--- src/rtl/opb_regbank_snap_simulink2ppc_if.sv ---
// OPB slave-side bus bundle for opb_regbank_snap_simulink2ppc.
// OPB is big-endian: OPB bit k appears here as bit [W-1-k], so BE[3] is OPB_BE[0] and DBus[31] is OPB_DBus[0].
interface opb_regbank_snap_simulink2ppc_if #(
    parameter int C_OPB_AWIDTH = 32,
    parameter int C_OPB_DWIDTH = 32
);
    logic [C_OPB_AWIDTH-1:0]   OPB_ABus;
    logic [C_OPB_DWIDTH/8-1:0] OPB_BE;
    logic [C_OPB_DWIDTH-1:0]   OPB_DBus;
    logic                      OPB_RNW;
    logic                      OPB_select;
    logic                      OPB_seqAddr;
    logic [C_OPB_DWIDTH-1:0]   Sl_DBus;
    logic                      Sl_xferAck;
    logic                      Sl_errAck;
    logic                      Sl_retry;
    logic                      Sl_toutSup;

    modport master (
        output OPB_ABus, OPB_BE, OPB_DBus, OPB_RNW, OPB_select, OPB_seqAddr,
        input  Sl_DBus, Sl_xferAck, Sl_errAck, Sl_retry, Sl_toutSup
    );

    modport slave (
        input  OPB_ABus, OPB_BE, OPB_DBus, OPB_RNW, OPB_select, OPB_seqAddr,
        output Sl_DBus, Sl_xferAck, Sl_errAck, Sl_retry, Sl_toutSup
    );
endinterface

--- src/rtl/opb_regbank_snap_simulink2ppc.sv ---
// Multi-channel OPB register bank with armed one-shot / continuous atomic snapshot capture.
// Optional capture timestamp: define OPB_REGBANK_TSTAMP_EN to add the free-running counter and TSTAMP register.
module opb_regbank_snap_simulink2ppc #(
    parameter logic [31:0] C_BASEADDR   = 32'h0100_0800,
    parameter logic [31:0] C_HIGHADDR   = 32'h0100_08FF,
    parameter int          C_OPB_AWIDTH = 32,
    parameter int          C_OPB_DWIDTH = 32,
    parameter int          C_NUM_CH     = 4,
    parameter int          C_CH_WIDTH   = 32
) (
    input  logic                           OPB_Clk,
    input  logic                           OPB_Rst_n,
    opb_regbank_snap_simulink2ppc_if.slave opb,
    input  logic [C_NUM_CH*C_CH_WIDTH-1:0] user_data_in,
    input  logic                           user_valid,
    output logic                           snap_done
);
    localparam int WORD_W = C_OPB_AWIDTH - 2;
    localparam logic [WORD_W-1:0] W_CTRL   = WORD_W'(0);
    localparam logic [WORD_W-1:0] W_STAT   = WORD_W'(1);
    localparam logic [WORD_W-1:0] W_TSTAMP = WORD_W'(2);
    localparam logic [WORD_W-1:0] W_CH0    = WORD_W'(4);

    logic [C_OPB_AWIDTH-1:0] offset;
    logic [WORD_W-1:0]       word;
    logic                    in_range, hit, rd_hit, wr_hit, ctrl_wr;
    logic [C_OPB_DWIDTH-1:0] rd_data;

    logic                  armed, cont_mode, snap_valid, capture;
    logic [15:0]           count;
    logic [C_CH_WIDTH-1:0] ch [C_NUM_CH];

    assign offset   = opb.OPB_ABus - C_BASEADDR;
    assign word     = offset[C_OPB_AWIDTH-1:2];
    assign in_range = (opb.OPB_ABus >= C_BASEADDR) && (opb.OPB_ABus <= C_HIGHADDR);
    assign hit      = opb.OPB_select && in_range && !opb.Sl_xferAck;
    assign rd_hit   = hit && opb.OPB_RNW;
    assign wr_hit   = hit && !opb.OPB_RNW;
    assign ctrl_wr  = wr_hit && (word == W_CTRL) && opb.OPB_BE[0];
    assign capture  = user_valid && (armed || cont_mode);

    assign opb.Sl_errAck  = 1'b0;
    assign opb.Sl_retry   = 1'b0;
    assign opb.Sl_toutSup = 1'b0;

`ifdef OPB_REGBANK_TSTAMP_EN
    logic [31:0] cycle_cnt, tstamp;

    always_ff @(posedge OPB_Clk or negedge OPB_Rst_n) begin
        if (!OPB_Rst_n) begin
            cycle_cnt <= '0;
            tstamp    <= '0;
        end else begin
            cycle_cnt <= cycle_cnt + 32'd1;
            if (capture) tstamp <= cycle_cnt;
        end
    end
`endif

    always_comb begin
        // NOTE: default every output first so no path through the mux can infer a latch.
        rd_data = '0;
        if (word == W_CTRL) begin
            rd_data = {30'b0, cont_mode, armed};
        end else if (word == W_STAT) begin
            rd_data = {count, 14'b0, snap_valid, armed};
        end else if (word == W_TSTAMP) begin
`ifdef OPB_REGBANK_TSTAMP_EN
            rd_data = tstamp;
`endif
        end else begin
            for (int i = 0; i < C_NUM_CH; i++) begin
                if (word == W_CH0 + WORD_W'(i)) rd_data[C_CH_WIDTH-1:0] = ch[i];
            end
        end
    end

    // Data is registered alongside the ack, so a capture on the same edge is not yet visible.
    always_ff @(posedge OPB_Clk or negedge OPB_Rst_n) begin
        // NOTE: sequential state uses non-blocking assignments so every flop samples pre-edge values.
        if (!OPB_Rst_n) begin
            opb.Sl_xferAck <= 1'b0;
            opb.Sl_DBus    <= '0;
        end else begin
            opb.Sl_xferAck <= hit;
            opb.Sl_DBus    <= rd_hit ? rd_data : '0;
        end
    end

    // An arm write issued alongside a capture takes priority for armed/snap_valid.
    always_ff @(posedge OPB_Clk or negedge OPB_Rst_n) begin
        if (!OPB_Rst_n) begin
            armed      <= 1'b0;
            cont_mode  <= 1'b0;
            snap_valid <= 1'b0;
            snap_done  <= 1'b0;
            count      <= '0;
            // NOTE: this is a small flop array, not RAM, so it is cleared to keep stale data from software.
            for (int i = 0; i < C_NUM_CH; i++) ch[i] <= '0;
        end else begin
            snap_done <= capture;
            if (capture) begin
                for (int i = 0; i < C_NUM_CH; i++) ch[i] <= user_data_in[i*C_CH_WIDTH +: C_CH_WIDTH];
                count      <= count + 16'd1;
                snap_valid <= 1'b1;
                if (!cont_mode) armed <= 1'b0;
            end
            if (ctrl_wr) begin
                cont_mode <= opb.OPB_DBus[1];
                if (opb.OPB_DBus[0]) begin
                    armed      <= 1'b1;
                    snap_valid <= 1'b0;
                end
            end
        end
    end

    logic unused_bits;
    assign unused_bits = &{1'b0, opb.OPB_seqAddr, offset[1:0],
                           opb.OPB_BE[C_OPB_DWIDTH/8-1:1], opb.OPB_DBus[C_OPB_DWIDTH-1:2]};
endmodule

--- src/flat_wrapper.sv ---
// flat-port wrapper written by rule: the top's interface ports become plain ports
module opb_regbank_snap_simulink2ppc_flat 
#(
    parameter logic [31:0] C_BASEADDR   = 32'h0100_0800,
    parameter logic [31:0] C_HIGHADDR   = 32'h0100_08FF,
    parameter int          C_OPB_AWIDTH = 32,
    parameter int          C_OPB_DWIDTH = 32,
    parameter int          C_NUM_CH     = 4,
    parameter int          C_CH_WIDTH   = 32
)
  (OPB_Clk, OPB_Rst_n, user_data_in, user_valid, snap_done, opb_OPB_ABus, opb_OPB_BE, opb_OPB_DBus, opb_OPB_RNW, opb_OPB_select, opb_OPB_seqAddr, opb_Sl_DBus, opb_Sl_xferAck, opb_Sl_errAck, opb_Sl_retry, opb_Sl_toutSup);
  opb_regbank_snap_simulink2ppc_if #(.C_OPB_AWIDTH(C_OPB_AWIDTH), .C_OPB_DWIDTH(C_OPB_DWIDTH)) opb_i ();
  input  logic OPB_Clk;
  input  logic OPB_Rst_n;
  input  logic [C_NUM_CH*C_CH_WIDTH-1:0] user_data_in;
  input  logic user_valid;
  output logic snap_done;
  input wire logic [$bits(opb_i.OPB_ABus)-1:0] opb_OPB_ABus;
  input wire logic [$bits(opb_i.OPB_BE)-1:0] opb_OPB_BE;
  input wire logic [$bits(opb_i.OPB_DBus)-1:0] opb_OPB_DBus;
  input wire logic [$bits(opb_i.OPB_RNW)-1:0] opb_OPB_RNW;
  input wire logic [$bits(opb_i.OPB_select)-1:0] opb_OPB_select;
  input wire logic [$bits(opb_i.OPB_seqAddr)-1:0] opb_OPB_seqAddr;
  output wire logic [$bits(opb_i.Sl_DBus)-1:0] opb_Sl_DBus;
  output wire logic [$bits(opb_i.Sl_xferAck)-1:0] opb_Sl_xferAck;
  output wire logic [$bits(opb_i.Sl_errAck)-1:0] opb_Sl_errAck;
  output wire logic [$bits(opb_i.Sl_retry)-1:0] opb_Sl_retry;
  output wire logic [$bits(opb_i.Sl_toutSup)-1:0] opb_Sl_toutSup;
  assign opb_i.OPB_ABus = opb_OPB_ABus;
  assign opb_i.OPB_BE = opb_OPB_BE;
  assign opb_i.OPB_DBus = opb_OPB_DBus;
  assign opb_i.OPB_RNW = opb_OPB_RNW;
  assign opb_i.OPB_select = opb_OPB_select;
  assign opb_i.OPB_seqAddr = opb_OPB_seqAddr;
  assign opb_Sl_DBus = opb_i.Sl_DBus;
  assign opb_Sl_xferAck = opb_i.Sl_xferAck;
  assign opb_Sl_errAck = opb_i.Sl_errAck;
  assign opb_Sl_retry = opb_i.Sl_retry;
  assign opb_Sl_toutSup = opb_i.Sl_toutSup;
  opb_regbank_snap_simulink2ppc #(.C_BASEADDR(C_BASEADDR), .C_HIGHADDR(C_HIGHADDR), .C_OPB_AWIDTH(C_OPB_AWIDTH), .C_OPB_DWIDTH(C_OPB_DWIDTH), .C_NUM_CH(C_NUM_CH), .C_CH_WIDTH(C_CH_WIDTH)) u_core (.OPB_Clk(OPB_Clk), .OPB_Rst_n(OPB_Rst_n), .opb(opb_i), .user_data_in(user_data_in), .user_valid(user_valid), .snap_done(snap_done));
endmodule
--- config.mk ---
export PLATFORM = sky130hd
export DESIGN_NAME = opb_regbank_snap_simulink2ppc_flat
export DESIGN_NICKNAME = d
export VERILOG_FILES = /design/src/rtl/opb_regbank_snap_simulink2ppc_if.sv /design/src/rtl/opb_regbank_snap_simulink2ppc.sv /design/src/flat_wrapper.sv
export SDC_FILE = /design/constraint.sdc
export NUM_CORES = 1
export LEC_CHECK = 0
export CORE_UTILIZATION = 30
export CTS_CLUSTER_SIZE = 14
export DETAILED_ROUTE_END_ITERATION = 10
export GPL_ROUTABILITY_DRIVEN = 0
export MAX_ROUTING_LAYER = met4
export PLACE_DENSITY = 0.63
export SYNTH_ARGS = -nofsm -noshare
export SYNTH_HDL_FRONTEND = slang
export SYNTH_SLANG_ARGS = --single-unit
--- constraint.sdc ---
create_clock -name OPB_Clk -period 5.7 [get_ports OPB_Clk]
set_input_delay 0.855 -clock OPB_Clk [delete_from_list [all_inputs] [get_ports OPB_Clk]]
set_output_delay 0.855 -clock OPB_Clk [all_outputs]
set_load 0.05 [all_outputs]
==> results of run 1 <==
## sequential cells by signal (all words and copies together), names as in the netlist
name                   flops
u_core.armed               1
u_core.ch                128
u_core.cont_mode           1
u_core.count              16
u_core.opb.Sl_DBus        32
u_core.opb.Sl_xferAck      1
u_core.snap_done           1
u_core.snap_valid          1
## cell type report
| cell class | count | share of cell area |
|---|---|---|
| Antenna cell | 1 | 0.0002206 |
| Clock buffer | 18 | 0.03872 |
| Clock inverter | 14 | 0.01202 |
| Inverter | 7 | 0.002537 |
| Multi-Input combinational cell | 651 | 0.3225 |
| Sequential cell | 181 | 0.3993 |
| Tap cell | 378 | 0.04169 |
| Timing Repair Buffer | 209 | 0.1830 |
## power by group
part	total (W)	internal, W	switching [W]
Clock	0.00115	0.000593	0.000561
Sequential	0.00128	0.00128	0.000000000000361
Combinational	0.000218	0.000120	0.0000978
## worst max-delay path, stage by stage
cell	delay, ps
clkdlybuf4s50_1	460
inv_1	80
ha_1	180
or4b_1	600
o31a_1	320
nor3b_1	410
nor2_4	30
buf_4	330
or4_4	590
mux2_4	310
## through the flow
stage | hold WS, ps | setup WS [ps] | power, W
after floorplan | 440.1 | 2519 | 0.001365
after global placement | 453.0 | 1417 | 0.001529
after detailed placement | 458.3 | 1390 | 0.001529
after CTS | 476.2 | 1839 | 0.002701
after global routing | 491.9 | 1708 | 0.002768
final | 447.5 | 1843 | 0.002656
## metal layers
| layer | GRT usage | share of wire | wire, µm | vias to the layer above |
|---|---|---|---|---|
| li1 | - | - | - | 3299 |
| met1 | 0.2156 | 0.44 | 10240 | 3219 |
| met5 | - | 0 | 0 | - |
| met3 | 0.03442 | 0.050 | 1160 | 18 |
| met2 | 0.2782 | 0.49 | 11270 | 153 |
| met4 | 0.04387 | 0.016 | 357 | 0 |
## worst paths after layout
check	start	endpoint	slack [ps]	cells after the start
max in group asynchronous	OPB_Rst_n	u_core.ch[16]$_DFFE_PN0P_	4300	2
setup reg to reg	u_core.opb.Sl_xferAck$_DFF_PN0_	u_core.opb.Sl_DBus[13]$_DFF_PN0_	3230	6
hold / removal	OPB_Rst_n	u_core.ch[86]$_DFFE_PN0P_	450	1
setup / recovery	opb_OPB_ABus[11]	u_core.cont_mode$_DFFE_PN0P_	1840	10
min in group OPB_Clk	u_core.ch[99]$_DFFE_PN0P_	u_core.ch[99]$_DFFE_PN0P_	470	2
hold reg to reg	u_core.ch[99]$_DFFE_PN0P_	u_core.ch[99]$_DFFE_PN0P_	470	2
## placed cells by master (no fill, tap or decap), types with 3 or more instances in the layout
master           count
mux4_2              17
inv_1                6
nand2_1            439
a2111oi_4           11
nor3_1               4
mux2_2              15
clkdlybuf4s50_1    196
buf_4               10
or3_1                4
dfrtp_1            181
inv_6                4
conb_1               3
inv_8                4
a2111oi_2            3
o21ai_0             18
or4_1                3
nor2_1              25
and3_1               5
nor3b_1              3
clkinvlp_4           3
or2_2                3
xnor2_1             12
nand4_1              3
xor2_1               4
nor4_1              20
nand3_1              8
o211ai_1            15
clkbuf_16           17
a2111oi_0            3
## cell families (layout without fill, tap and decap cells)
family | count (synthesis) | in the layout | share of synthesized area
AO/OA/AOI/OAI | 68 | 68 | 0.08599
XOR/XNOR | 16 | 16 | 0.01657
adder cells (fa/ha/maj) | 2 | 2 | 0.002959
buffers and inverters | 65 | 248 | 0.03463
flip-flops | 181 | 181 | 0.5357
multiplexers | 34 | 34 | 0.06823
other | 1 | 4 | 0.0004436
AND/OR/NAND/NOR | 528 | 528 | 0.2554
==> results.toml, run 1 <==
[final_layout]
syn2layout_area_growth_pct = 34.17
regArea_um2 = 4529
fin_area_um2 = 11340
fin_util = 0.4083
nFillCells = 2764
drive_gt1_frac = 0.09537
layoutNonFillerInstCount = 1459
multi_input_area_um2 = 3659
fin_nets = 1271

[pwr]
p_leak_nw = 5.263
ir_drop_mv = 0.1922
p_per_area_nw_per_um2 = 234.1

[timing]
layout_min_cycle_time_ps = 3857
drv_slew = 0
fin_crit_sh = 0.6767
finalSetupTns_ps = 0
rsz0062_at_grt = "false"
setup_viol = 0
fin_worst_skew_ps = 10.35
final_hold_viol_count = 0
max_clock_freq_mhz = 259.3
relSlewSlack = 0.2976
worstMarginPinSlew_ps = 1054

[logic_synthesis]
ys.flop_type = "dfrtp_1"
ys_seq_elements = 181
synth_cell_types = 54
syn-instance-count = 895
yosysTopAreaCellShare = 0.5357
yosys_warnings = 0
synth_common_cells = "nand2_1 (439), dfrtp_1 (181), clkbuf_1 (47), nor2_1 (26), nor4_1 (20)"
synth_area_um2 = 8454
synth_top_area_cell = "dfrtp_1"
synth_edf_count = 0
yosysMostFrequentCell = "nand2_1"
async_reset_ff_frac = 1.000
syn_avg_cell_area_um2 = 9.446
ys_seq_area_frac = 0.5357
synthTopCellsByArea = "dfrtp_1 (54%), nand2_1 (19%), mux4_2 (4.5%)"

[cts]
htree_levels = 4
cts.path.max_buffers = 2
clock_latency_ps = 430
cts_resized = 0
tritoncts = "yes"
postCtsSetupRepairBufs = 0
cts.sinks = 181
numCtsBuffers = 17
holdBufCountCts = 0
clk_pin_slew_ps = 70
cts-root-buf = "clkbuf_16"

[route]
routed_wl_mm = 23.03
drc = 0
detail-route-antenna-nets = 0
wl_per_cell_um = 15.78
via_count = 6689
dr.pass1.iters = 4
vias_per_cell = 4.585
drtIter0Drc = 334

[floorplanning]
die_w_um = 169.9
die-height_um = 169.9
start_util = 0.3043
die-area_um2 = 28860
coreArea_um2 = 27780
core.rowCount = 61
ios = 239

[setup_path]
required_ps = 6010
path_max_fanout = 33
crit_path_start_kind = "primary input"
path_class = "primary input to flop"
cp-end-kind = "flop"
critPathArrivalTime_ps = 4170

[place]
dp_cells = 1426
dpl_cell_area_um2 = 10770
hpwl_mm = 15.18
port-buffer-count = 199

[grt]
grt_pass1_wl_mm = 36.87
grt_antenna_before_repair = 1
grt.overflow.total = 0
first_global_vias = 6918
track_usage = 0.1704
grt_max_degree = 100

[min_path]
worstHoldPathType = "primary input to asynchronous set/reset pin"

[flow_run]
drv_cap = 0

[outcome]
status = "completed"
No activity file was read; power rests on OpenSTA's default activity.
==> inputs of run 2 (changes only) <==
--- a/config.mk
+++ b/config.mk
@@ -10,7 +10,7 @@
 export DETAILED_ROUTE_END_ITERATION = 10
 export GPL_ROUTABILITY_DRIVEN = 0
 export MAX_ROUTING_LAYER = met4
-export PLACE_DENSITY = 0.63
+export PLACE_DENSITY = 0.65
 export SYNTH_ARGS = -nofsm -noshare
 export SYNTH_HDL_FRONTEND = slang
 export SYNTH_SLANG_ARGS = --single-unit
==> constraint.sdc (replaced) <==
create_clock -name OPB_Clk -period 3.2 [get_ports OPB_Clk]
set_input_delay 0.48 -clock OPB_Clk [delete_from_list [all_inputs] [get_ports OPB_Clk]]
set_output_delay 0.48 -clock OPB_Clk [all_outputs]
set_load 0.05 [all_outputs]
==> run 2 against run 1 <==
Against the previous run: critical path type unchanged; first-iteration DRC count up 21%; total power up 82%; register-to-register slack worse by 2200 ps; non-clock buffer count up 24; combinational power up 85%; via count up 1.9%; largest power group unchanged; clock skew down 0.63 ps; final cell count up 1.6%; core utilization up 0.92 points; count of clock-buffer cells in the layout up 4; worst hold slack worse by 370 ps.
==> results.toml, run 2 (synthesized netlist as in run 1, its figures left out) <==
[outcome]
status = "completed"

[setup_path]
path_class = "primary input to flop"
worstReg2RegEnd = "u_core.ch[107]$_DFFE_PN0P_"
cp-end-kind = "flop"
critPathArrivalTime_ps = 3350
crit_path_start_kind = "primary input"
r2r-start = "u_core.cont_mode$_DFFE_PN0P_"
r2r_slack_ps = 1020
ff2ff_path_depth = 4
required_ps = 3520
path_max_fanout = 14

[place]
port-buffer-count = 199
dp_cells = 1450
hpwl_mm = 15.78
dp_slack_ps = -287.7

[cts]
clk_pin_slew_ps = 70
cts-root-buf = "clkbuf_16"
cts.sinks = 181
cts.path.max_buffers = 2
clock_latency_ps = 430
cts_resized = 0
postCtsSetupRepairBufs = 0
holdBufCountCts = 0
numCtsBuffers = 17
tritoncts = "yes"
htree_levels = 4

[grt]
grt_antenna_before_repair = 0
grt.overflow.total = 0
track_usage = 0.1678
grt_max_degree = 100
first_global_vias = 6884
grt_pass1_wl_mm = 36.27

[final_layout]
layoutNonFillerInstCount = 1482
nFillCells = 2730
multi_input_area_um2 = 3659
syn2layout_area_growth_pct = 37.21
regMostFlops = "u_core.ch"
drive_gt1_frac = 0.1141
layout_commonest_cell = "nand2_1"
largest_reg_flops = 128
diodes = 0
fin_nets = 1295
reg_top3 = "u_core.ch: 128 flops, u_core.opb.Sl_DBus: 32 flops, u_core.count: 16 flops"
layout_common_cells = "nand2_1 (439), clkdlybuf4s50_1 (196), dfrtp_1 (181), buf_4 (30), nor2_1 (25)"
regArea_um2 = 4529

[pwr]
p_leak_nw = 5.421
ir_drop_mv = 0.3211
p_per_area_nw_per_um2 = 417.3

[timing]
drv_slew = 0
worstMarginPinSlew_ps = 1055
final_hold_viol_count = 0
fin_worst_skew_ps = 9.716
relSlewSlack = 0.2964
layout_min_cycle_time_ps = 3025
max_clock_freq_mhz = 330.6
setup_viol = 0
setup_ws_ps = 175.2
rsz0062_at_grt = "false"
fin_crit_sh = 0.9452

[route]
drtIter0Drc = 405
dr.pass1.iters = 5
routed_wl_mm = 22.69
drc = 0
detail-route-antenna-nets = 0
via_count = 6817
wl_per_cell_um = 15.31
vias_per_cell = 4.600

[floorplanning]
die_w_um = 169.9
start_util = 0.3043
core.rowCount = 61
coreArea_um2 = 27780
ios = 239
die-height_um = 169.9
die-area_um2 = 28860

[min_path]
worstHoldPathType = "primary input to asynchronous set/reset pin"

[flow_run]
drv_cap = 0
run 2: layout make-up:
type,instances,area share
repair buffers,233,0.1988
well taps,378,0.04077
clock buffers,22,0.04174
multi-input cells,651,0.3154
inverters,7,0.002481
flip-flops and latches,181,0.3905
clock inverters,10,0.01035
run 2: how the worst max path moves through the flow:
stage,startpoint,endpoint,slack (ps),cells past startpoint
final,opb_OPB_ABus[11],u_core.opb.Sl_DBus[6]$_DFF_PN0_,180,10
after global routing,opb_OPB_ABus[11],u_core.opb.Sl_DBus[6]$_DFF_PN0_,10,10
after CTS,opb_OPB_ABus[11],u_core.opb.Sl_DBus[6]$_DFF_PN0_,170,10
after detailed placement,opb_OPB_ABus[11],u_core.opb.Sl_DBus[6]$_DFF_PN0_,-290,10
after global placement,opb_OPB_ABus[11],u_core.cont_mode$_DFFE_PN0P_,-190,10
after floorplan,opb_OPB_ABus[11],u_core.cont_mode$_DFFE_PN0P_,390,9
run 2: metal layers:
layer  share of wire  track usage  vias to the layer above
li1                -            -                     3330
met1            0.46       0.2155                     3323
met2            0.49       0.2701                      141
met3           0.035      0.02930                       23
met4           0.015      0.05092                        0
met5               0            -                        -
run 2: power breakdown:
| group | leakage (nW) | internal (W) | switching [W] |
|---|---|---|---|
| Combinational | 2.60 | 0.000226 | 0.000178 |
| Clock | 0.293 | 0.00124 | 0.000909 |
| Sequential | 2.53 | 0.00229 | 0.000000000000616 |
run 2: through the flow:
step	power (W)	hold slack (ps)	TNS [ps]	area, µm²	utilization
3_3_place_gp	0.002737	451.7	-5227	11000	0.3958
5_1_grt	0.005015	107.2	0	11600	0.4175
4_1_cts	0.004911	81.57	0	11600	0.4175
3_5_place_dp	0.002739	457.8	-7473	11000	0.3958
2_1_floorplan	0.002432	184.4	0	8462	-
6_report	0.004840	79.32	0	11600	0.4175
run 2: worst max-delay path, cell delays in order:
cell,delay [ps]
clkdlybuf4s50_1,420
inv_1,70
ha_1,180
or4b_1,600
a2111oi_4,360
o21a_1,170
o211ai_2,110
or2_2,390
buf_4,230
nor4_1,310
==> inputs of run 3 (changes only) <==
--- a/config.mk
+++ b/config.mk
@@ -5,10 +5,12 @@
 export SDC_FILE = /design/constraint.sdc
 export NUM_CORES = 1
 export LEC_CHECK = 0
+export CORE_ASPECT_RATIO = 0.9
 export CORE_UTILIZATION = 30
 export CTS_CLUSTER_SIZE = 14
 export DETAILED_ROUTE_END_ITERATION = 10
 export GPL_ROUTABILITY_DRIVEN = 0
+export GPL_TIMING_DRIVEN = 0
 export MAX_ROUTING_LAYER = met4
 export PLACE_DENSITY = 0.65
 export SYNTH_ARGS = -nofsm -noshare
==> run 3 against run 2 <==
Against the previous run: total power shrank 0.98%; maximum frequency is 1.5% lower; clock skew is 1.5 ps higher; core utilization up 0.68 points; final cell count up 0.27%; critical path type unchanged; largest cell class unchanged.
==> results.toml, run 3 (synthesized netlist as in run 1, its figures left out) <==
[timing]
relSlewSlack = 0.4475
fin_crit_sh = 0.9601
worstMarginPinSlew_ps = 828.8
whs_ps = 21.75
setup_viol = 0
layout_min_cycle_time_ps = 3072
finalSetupTns_ps = 0
max_clock_freq_mhz = 325.5
rsz0062_at_grt = "true"
setup_ws_ps = 127.7
drv_slew = 0
final_hold_viol_count = 0
fin_worst_skew_ps = 11.22

[floorplanning]
die-height_um = 161.3
die-area_um2 = 28860
start_util = 0.3095
core.rowCount = 57
die_w_um = 179.0
coreArea_um2 = 27310
ios = 239

[final_layout]
largest_reg_flops = 128
syn2layout_area_growth_pct = 37.10
regMostFlops = "u_core.ch"
fin_nets = 1321
reg_top3 = "u_core.ch: 128 flops, u_core.opb.Sl_DBus: 32 flops, u_core.count: 16 flops"
layout_commonest_cell = "nand2_1"
fin_area_um2 = 11590
drive_gt1_frac = 0.09469
layout_common_cells = "nand2_1 (439), clkdlybuf4s50_1 (198), dfrtp_1 (181), clkbuf_1 (46), nor2_1 (25)"

[setup_path]
path_class = "primary input to flop"
crit_path_start_kind = "primary input"
ff2ff_path_depth = 7
r2r-start = "u_core.opb.Sl_xferAck$_DFF_PN0_"
required_ps = 3510
cp-end-kind = "flop"
critPathArrivalTime_ps = 3380
crit_start = "opb_OPB_ABus[18]"
path_max_fanout = 6

[grt]
grt.overflow.total = 0
track_usage = 0.1935
grt_antenna_before_repair = 2
first_global_vias = 7323
grt_pass1_wl_mm = 40.46
grt_max_degree = 95

[cts]
cts.path.max_buffers = 2
clock_latency_ps = 430
tritoncts = "yes"
cts-root-buf = "clkbuf_16"
numCtsBuffers = 17
htree_levels = 4
clk_pin_slew_ps = 70
cts.sinks = 181

[route]
met3_length_mm = 1.453
vias_per_cell = 4.762
top_layer = "met4"
wl_per_cell_um = 17.52
routed_wl_mm = 26.03
drt-met1-wl_mm = 11.72
via_count = 7076
detail-route-antenna-nets = 0
dr.pass1.iters = 5
dr_wl_met2_mm = 12.35
drtIter0Drc = 372
drc = 0

[place]
dp_slack_ps = -733.7
dpl_cell_area_um2 = 10930
port-buffer-count = 199
hpwl_mm = 19.21

[min_path]
worstHoldPathType = "primary input to asynchronous set/reset pin"

[pwr]
ir_drop_mv = 0.3604
p_leak_nw = 5.358
p_per_area_nw_per_um2 = 413.5

[flow_run]
drv_cap = 0

[outcome]
status = "completed"
-- run 3: worst paths after layout --
path                                                     to  slack (ps)
max                            u_core.cont_mode$_DFFE_PN0P_         130
min                               u_core.ch[63]$_DFFE_PN0P_          20
max reg2reg                u_core.opb.Sl_DBus[13]$_DFF_PN0_         850
min reg2reg                       u_core.ch[73]$_DFFE_PN0P_         470
max in group asynchronous        u_core.ch[100]$_DFFE_PN0P_        2270
min in group OPB_Clk              u_core.ch[73]$_DFFE_PN0P_         470
-- run 3: layer usage --
layer / vias to the layer above / GRT usage
met5: - / -
li1: 3400 / -
met4: 0 / 0.05431
met1: 3438 / 0.2553
met3: 38 / 0.03484
met2: 200 / 0.3036
-- run 3: timing repair --
item / CTS / global route
pin swaps: 1 / 2
hold buffers: 0 / 0
endpoints found under the hold margin: 0 / 0
setup endpoints to repair: 33 / 29
buffers inserted: 1 / 1
resized for setup: 2 / 10
-- run 3: cell type report --
type	instances	area [µm²]
fill	2695	15720
sequential	181	4529
multi-input combinational	651	3696
timing repair buffer	202	2039
clock buffer	22	464.2
tap	354	442.9
buffer	57	266.5
clock inverter	10	121.4
inverter	7	26.28
antenna	2	5.005
-- run 3: critical path, cell delays in order --
cell and delay, ps:
clkdlybuf4s50_1 560, or4_1 580, or2_1 300, o311ai_1 420
nor2_2 180, or4_4 550, mux2_4 310
-- run 3: power by group --
part	total [W]	switching, W	internal [W]	leakage, nW
clock	0.00210	0.000898	0.00120	0.285
sequential	0.00229	0.000000000000649	0.00229	2.53
combinational	0.000408	0.000186	0.000222	2.54
total	0.00479	0.00108	0.00371	5.36
-- run 3: through the flow --
stage | power, W | util | cells
floorplan | 0.002432 | - | 897
global placement | 0.002735 | 0.3989 | 1450
detailed placement | 0.002739 | 0.4001 | 1451
CTS | 0.004846 | 0.4219 | 1484
global route | 0.004960 | 0.4244 | 1486
finish | 0.004793 | 0.4244 | 1486
